--- src/rtl/uart_tx_arb_pkg.sv ---
// Shared definitions for the UART transmit arbiter: FSM state encoding and
// default parameter values.
package uart_tx_arb_pkg;

   typedef enum logic [1:0] {
      IDLE  = 2'd0,
      LOAD  = 2'd1,
      WAIT  = 2'd2,
      CLEAR = 2'd3
   } arb_state_e;

   localparam int NBIT_DEF    = 8;
   localparam int NREQ_DEF    = 4;
   localparam int TIMEOUT_DEF = 4096;

endpackage

--- src/rtl/uart_tx_arbiter_rr_pick.sv ---
// Round-robin picker: finds the first set request bit searching upward from
// ptr+1 with wrap-around. Purely combinational.
module rr_pick #(
   parameter int NREQ = 4,
   parameter int IDW  = $clog2(NREQ)
) (
   input  logic [NREQ-1:0] req,
   input  logic [IDW-1:0]  ptr,
   output logic            valid,
   output logic [IDW-1:0]  idx
);

   function automatic int wrap_idx(input int base, input int k);
      int c;
      c = base + k;
      return (c >= NREQ) ? c - NREQ : c;
   endfunction

   // Walk from the farthest candidate to the nearest so the nearest match wins.
   always_comb begin
      valid = 1'b0;
      idx   = '0;
      for (int k = NREQ; k >= 1; k--) begin
         if (req[IDW'(wrap_idx(int'(ptr), k))]) begin
            valid = 1'b1;
            idx   = IDW'(wrap_idx(int'(ptr), k));
         end
      end
   end

endmodule

--- src/rtl/uart_tx_arbiter.sv ---
// Round-robin scheduler sharing one UART_TX between NREQ byte requesters.
// Optional WAIT watchdog compiled in with UART_TX_ARB_TIMEOUT_EN.
module uart_tx_arbiter
   import uart_tx_arb_pkg::*;
#(
   parameter int Nbit           = NBIT_DEF,
   parameter int NREQ           = NREQ_DEF,
   parameter int TIMEOUT_CYCLES = TIMEOUT_DEF
) (
   input  logic                     clk,
   input  logic                     reset,
   input  logic [NREQ-1:0]          req,
   input  logic [NREQ*Nbit-1:0]     req_data,
   output logic [NREQ-1:0]          ack,
   output logic [NREQ-1:0]          tmo_err,
   output logic                     busy,
   output logic [$clog2(NREQ)-1:0]  active_id,
   output logic                     Transmit,
   output logic [Nbit-1:0]          DataTx,
   output logic                     clr_tx_flag,
   input  logic                     endTx_flag,
   output arb_state_e               state_dbg
);

   localparam int IDW = $clog2(NREQ);

   if (NREQ < 2 || NREQ > 8 || TIMEOUT_CYCLES < 2) begin : g_param_check
      $error("uart_tx_arbiter: NREQ must be 2..8 and TIMEOUT_CYCLES >= 2");
   end

   arb_state_e      state, next_state;
   logic [IDW-1:0]  ptr;
   logic            pick_valid;
   logic [IDW-1:0]  pick_idx;
   logic            timeout_hit;

   rr_pick #(.NREQ(NREQ), .IDW(IDW)) u_pick (
      .req   (req),
      .ptr   (ptr),
      .valid (pick_valid),
      .idx   (pick_idx)
   );

   assign state_dbg = state;

   always_comb begin
      next_state = state;
      case (state)
         IDLE:    if (pick_valid) next_state = LOAD;
         LOAD:    next_state = WAIT;
         WAIT:    if (endTx_flag || timeout_hit) next_state = CLEAR;
         CLEAR:   next_state = IDLE;
         default: next_state = IDLE;
      endcase
   end

   // Outputs are registered from next_state so each pulse lines up with its state.
   always_ff @(posedge clk or negedge reset) begin
      if (!reset) begin
         state       <= IDLE;
         ptr         <= IDW'(NREQ - 1);
         active_id   <= '0;
         DataTx      <= '0;
         Transmit    <= 1'b0;
         clr_tx_flag <= 1'b0;
         busy        <= 1'b0;
         ack         <= '0;
      end else begin
         state       <= next_state;
         Transmit    <= (next_state == LOAD);
         clr_tx_flag <= (next_state == CLEAR);
         busy        <= (next_state != IDLE);
         ack         <= '0;
         if (state == WAIT && endTx_flag) ack[active_id] <= 1'b1;
         if (state == IDLE && pick_valid) begin
            active_id <= pick_idx;
            ptr       <= pick_idx;
            DataTx    <= req_data[pick_idx*Nbit +: Nbit];
         end
      end
   end

`ifdef UART_TX_ARB_TIMEOUT_EN
   localparam int CW = $clog2(TIMEOUT_CYCLES);
   logic [CW-1:0] wait_cnt;

   // Counter is zero on the first WAIT edge; abort fires on its TIMEOUT_CYCLES-th edge.
   always_ff @(posedge clk or negedge reset) begin
      if (!reset) begin
         wait_cnt <= '0;
         tmo_err  <= '0;
      end else begin
         wait_cnt <= (state == WAIT) ? wait_cnt + 1'b1 : '0;
         tmo_err  <= '0;
         if (state == WAIT && !endTx_flag && timeout_hit) tmo_err[active_id] <= 1'b1;
      end
   end

   assign timeout_hit = (state == WAIT) && (wait_cnt == CW'(TIMEOUT_CYCLES - 1));
`else
   assign timeout_hit = 1'b0;
   assign tmo_err     = '0;
`endif

endmodule

--- config.mk ---
export PLATFORM = sky130hd
export DESIGN_NAME = uart_tx_arbiter
export DESIGN_NICKNAME = d
export VERILOG_FILES = /design/src/rtl/uart_tx_arb_pkg.sv /design/src/rtl/uart_tx_arbiter_rr_pick.sv /design/src/rtl/uart_tx_arbiter.sv
export SDC_FILE = /design/constraint.sdc
export NUM_CORES = 1
export LEC_CHECK = 0
export ABC_CLOCK_PERIOD_IN_PS = 2800
export BUFFER_PORTS_ARGS = -buffer_cell sky130_fd_sc_hd__buf_2
export CORE_MARGIN = 2
export CORE_UTILIZATION = 40
export DETAILED_ROUTE_END_ITERATION = 10
export MAX_ROUTING_LAYER = met4
export PLACE_DENSITY = 0.76
export SYNTH_ARGS = -nofsm -noshare
export SYNTH_HDL_FRONTEND = slang
export SYNTH_HIERARCHICAL = 1
export SYNTH_SLANG_ARGS = --single-unit
--- constraint.sdc ---
create_clock -name clk -period 2.8 [get_ports clk]
set_input_delay 0.42 -clock clk [delete_from_list [all_inputs] [get_ports clk]]
set_output_delay 0.42 -clock clk [all_outputs]
set_load 0.02 [all_outputs]
======== Yosys cells after proc, flatten, opt, wreduce, memory -nomap -nowiden ========
Cells that the tools add are included.
word-level totals
  register bits after elaboration ......... 21
  output and inout bits ................... 23
  logic and storage cells ................. 67
operators by class
  add/sub/neg operators ................... 8
  $lt $le $gt $ge ......................... 10
  equal/unequal tests ..................... 5
  shift operators ......................... 1
  multiplexer cells ....................... 30
  reductions and logical operators ........ 5
operators by type and width
  operator             number
  $shiftx 32x6->8      1
  $mux 2               10
  $lt 2x4->1 const B   4
  $mux 1               13
  $ge 3x3->1 const B   3
  $bmux 1 s2           4
  $pmux 2 s4           1
  $sub 2x1->2 const B  4
  $add 2x2->3 const B  2
  $eq 2x2->1 const B   3
  $add 2x3->4 const B  1
  $eq 2x1->1 const B   2
  $ge 4x3->1 const B   1
  $mux 4               1
  $add 2x1->3 const B  1
  $logic_and 1x1->1    3
  $lt 2x3->1 const B   1
  $demux 1 s2          1
  $ge 2x1->1 const B   1
  $logic_not 2->1      1
  $reduce_bool 2->1    1

======== Depth between registers and ports, before layout ========
  depth in word-level cells ............... 13
  depth in mapped cells ................... 7

======== Modules after synthesis ========
Netlist, hierarchy kept.
modules (own cells, without submodules)
  module           instances  cells each  area each (um^2)  sequential area each (um^2)
  uart_tx_arbiter  1          90          1022.2            528.0
  rr_pick          1          14          91.3              0.0

======== Least setup slack after synthesis ========
OpenSTA, ideal clock, no wires.
  kind .................................... register -> register
  start point ............................. register ptr[1]
  end point ............................... register DataTx[1]
  library setup time ...................... 0.138 ns
  arrival ................................. 1.395 ns
  required time ........................... 2.662 ns
  path slack .............................. 1.267 ns
  cell stages (with the launch flop) ...... 7
  buffers on the path ..................... 2
  period minus slack after synthesis ...... 1.533 ns
  cell sequence ........................... dfstp_2 > a31oi_1 > a21oi_1 > buf_4 > buf_6 > mux2i_1 > o221ai_2
on the way
  cells in the longest elaborated chain, start to end .. 11
  elaborated cells between the ends (all ways) .. 38
  those cells by class .................... add/sub: 8; order compare: 4; shift: 1; mux: 24; reduce/logical: 1
RTL lines
  item                                              RTL line                       text
  start, declared                                   uart_tx_arbiter.sv:32          logic [IDW-1:0] ptr;
  start signal, assigned                            uart_tx_arbiter.sv:61          ptr <= IDW'(NREQ - 1);
  start signal, assigned                            uart_tx_arbiter.sv:77          ptr <= pick_idx;
  $add 2x3->4                                       uart_tx_arbiter_rr_pick.sv:15  c = base + k;
  $ge 4x3->1 / $sub 2x1->2 (equally long branches)  uart_tx_arbiter_rr_pick.sv:16  return (c >= NREQ) ? c - NREQ : c;
  $mux 2                                            uart_tx_arbiter_rr_pick.sv:16
  $bmux 1 s2                                        uart_tx_arbiter_rr_pick.sv:24  if (req[IDW'(wrap_idx(int'(ptr), k))]) begin
  $mux 1 (implied by the code) (2 in a row)         uart_tx_arbiter_rr_pick.sv:24
  $mux 2 (3 in a row)                               uart_tx_arbiter_rr_pick.sv:24
  $mux 2 *                                          uart_tx_arbiter_rr_pick.sv:24
  named net pick_idx[1]                             uart_tx_arbiter.sv:34          logic [IDW-1:0] pick_idx;
  $shiftx 32x6->8 *                                 uart_tx_arbiter.sv:78          DataTx <= req_data[pick_idx*Nbit +: Nbit];
  end signal, assigned                              uart_tx_arbiter.sv:78
  end, declared                                     uart_tx_arbiter.sv:19          output logic [Nbit-1:0] DataTx,
Mark *: on every way through the listed nets, which the timed path passes. The rest lies on a longest branch. The select of a mux whose other input is x is not followed.
A chain may end at the register's enable or synchronous reset.

======== Worst setup path after layout ========
  start point ............................. register ptr[1]
  end point ............................... register DataTx[2]
Same word-level chain as after synthesis.

==> flow_summary.json <==
{
  "outcome": "finished, final reports clean",
  "buffer_ports.inserted": 57,
  "cts.repair_timing.setup_buffer_count": 0,
  "grt_pass1_wl_microns": 3981,
  "root_buffer": "clkbuf_4",
  "antenna_left": 0,
  "min_period_ns": 1.735,
  "fillCellCount": 250,
  "antenna_cells_inserted": 0,
  "clkSinkCount": 21,
  "initial_core_util_pct": 41.09,
  "number_of_hold_buffers_added_after_cts": 0,
  "total_clock_buffers_created_by_cts": 3,
  "layout.cells.most_common": "buf_2",
  "total_buffers_and_inverters_traversed_by_the_critical_path": 0,
  "p_per_area_nw_per_um2": 1007,
  "clkTransAtPathRegs_ns": 0.11,
  "fp-row-count": 19,
  "grt_start_max_net_pins": 22,
  "mostFrequentLayoutCells": "buf_2 (57), dfrtp_1 (19), mux2i_1 (18)",
  "routed-via-count": 982,
  "area_growth_pct": 28.43,
  "yosys_warnings": 6,
  "drc": 0,
  "cts.htree.levels": 1,
  "grt_antenna_before_repair": 0,
  "ys_ff_latch": 21,
  "r2r_path_start": "ptr[1]$_DFFE_PN1P_",
  "cp_data_arrival_time_ns": 1.94,
  "path_category_of_the_worst_min_delay_check": "input port to async pin",
  "clk_path_buf_depth": 2,
  "syn-mean-instance-area_sq_um": 10.71,
  "hpwlAfterDp_microns": 1990,
  "synth_ff_type": "dfrtp_1",
  "max-cap-violations": 0,
  "synth_edf_count": 0,
  "drt_pass1_iterations": 4,
  "series_of_cell_instances_along_the_critical_path": "nand2b_1, a21oi_2, o221ai_2, nand3_1, o221ai_1",
  "vdd_ir_drop_max_mv": 0.4401,
  "required_ns": 3.00,
  "share_of_the_synthesized_area_in_the_top_cell_type_pct": 42.70,
  "coreArea_sq_um": 2710,
  "timing.final.max_slew_violations": 0,
  "finalNonFillerCells": 192,
  "vias_per_cell": 5.115,
  "dpl.cell_count": 188,
  "critPathMaxFanout": 10,
  "dominant_delay_contributor_by_cell_family_on_the_critical_path": "flip-flops",
  "max_freq_ghz": 0.5762,
  "tritoncts_clock_tree": "yes",
  "detail_route.wirelength_microns": 2454,
  "path_class": "flop to flop",
  "max_stage_delay_ns": 0.61,
  "cts_resized": 0,
  "synth-seq-area-share_pct": 47.42,
  "synth_area_leader_cell": "dfrtp_1",
  "cp-startpoint": "ptr[1]$_DFFE_PN1P_",
  "leakage_nw": 0.7929,
  "die_w_microns": 56.76,
  "vias_in_the_first_global_route": 964,
  "initialDrtViolationCount": 31,
  "globalRoute.totalOverflow": 0,
  "fin_worst_skew_ns": 0.006462,
  "critical-path-slowest-cell": "dfstp_2",
  "final_nets": 204,
  "insertion_delay_ns": 0.29,
  "die_height_microns": 56.76,
  "setup-violations-final": 0,
  "netlist_top_cells_area": "dfrtp_1 (43%), mux2i_1 (16%), o221ai_1 (5.5%), dfstp_2 (4.7%), nand2_1 (4.7%)",
  "final_hold_viol_count": 0,
  "floorplan.io_pins": 62,
  "post_route_cells_drive_above_1_share_pct": 42.86,
  "grt_usage_pct": 16.15,
  "final_min_period_over_clock_period_pct": 61.98,
  "postLayoutCoreUtil_pct": 52.77,
  "post_synth_num_cell_types": 28,
  "timing.critical_path.from_type": "flop",
  "dieArea_sq_um": 3222,
  "netlist_area_sq_um": 1114,
  "post_drt_wl_per_cell_microns": 12.78,
  "worstSetupEndpointType": "flop",
  "setup-tns-final_ns": 0,
  "power.total_mw": 1.440,
  "postSynthCellCount": 104,
  "rsz0062_at_grt": "false",
  "ys_async_sr_fraction_pct": 100.0,
  "gp_routability_congestion": 0.7571
}
==> registers in the layout (all words and copies together), names as in the netlist <==
name	flops
clr_tx_flag	1
state_dbg	2
busy	1
ack	4
Transmit	1
ptr	2
DataTx	8
active_id	2
==> worst paths after layout <==
kind                       depth (start not counted)                endpoint  slack, ns
hold reg to reg                                    2      ptr[0]$_DFFE_PN1P_       0.50
setup / recovery                                   5   DataTx[2]$_DFFE_PN0P_       1.06
min in group clk                                   3        ack[2]$_DFF_PN0_       0.40
hold / removal                                     1  state_dbg[0]$_DFF_PN0_       0.04
setup reg to reg                                   5   DataTx[2]$_DFFE_PN0P_       1.06
max in group asynchronous                          1      ptr[0]$_DFFE_PN1P_       2.42
==> layer usage <==
metal	wire (microns)	share of wire, %	GRT usage (%)
met4	19	0.77	7.309
met3	101	4.1	0.9217
met1	966	39	18.21
met5	0	0	-
met2	1367	56	29.24
==> power breakdown <==
group	total (mW)	internal, mW	switching [mW]	leakage [nW]
registers	0.530	0.443	0.0875	0.261
logic	0.773	0.311	0.462	0.514
clock network	0.136	0.0531	0.0833	0.0177
==> cells by family after synthesis <==
logic type	share of synthesized area (%)
compound gates	12.25
buf+inv	6.516
simple gates	13.94
other cells	0.3368
fa+ha+maj	3.371
mux	16.18
flops	47.42
==> worst register-to-register path: stages (launching register included) <==
cell and delay (ns):
dfstp_2 0.61, nand2b_1 0.15, a21oi_2 0.06, o221ai_2 0.18, nand3_1 0.34, o221ai_1 0.31
==> cell usage after synthesis, drive strengths merged, types with 3 or more instances <==
cell / n
mux2i: 18
buf: 7
nand2: 15
inv: 4
a21oi: 4
nor2: 5
nand2b: 3
dfrtp: 19
ha: 3
o221ai: 9
==> cell type report <==
type / instances / area [sq um] / area share, %
Sequential cell: 21 / 528.0 / 36.92
Multi-Input combinational cell: 74 / 528.0 / 36.92
Timing Repair Buffer: 58 / 292.8 / 20.47
Tap cell: 31 / 38.79 / 2.712
Clock buffer: 3 / 22.52 / 1.575
Inverter: 4 / 15.01 / 1.050
Clock inverter: 1 / 5.005 / 0.3500
==> through the flow <==
step / cell area [sq um] / worst slack [ns] / hold WS, ns
2_1_floorplan: 1125 / 1.267 / 0.1244
3_3_place_gp: 1403 / 1.055 / 0.3786
3_5_place_dp: 1403 / 0.9496 / 0.3872
4_1_cts: 1430 / 1.044 / 0.05206
5_1_grt: 1430 / 0.8744 / 0.06697
6_report: 1430 / 1.065 / 0.04499
Power figures use the tool's default switching activity.
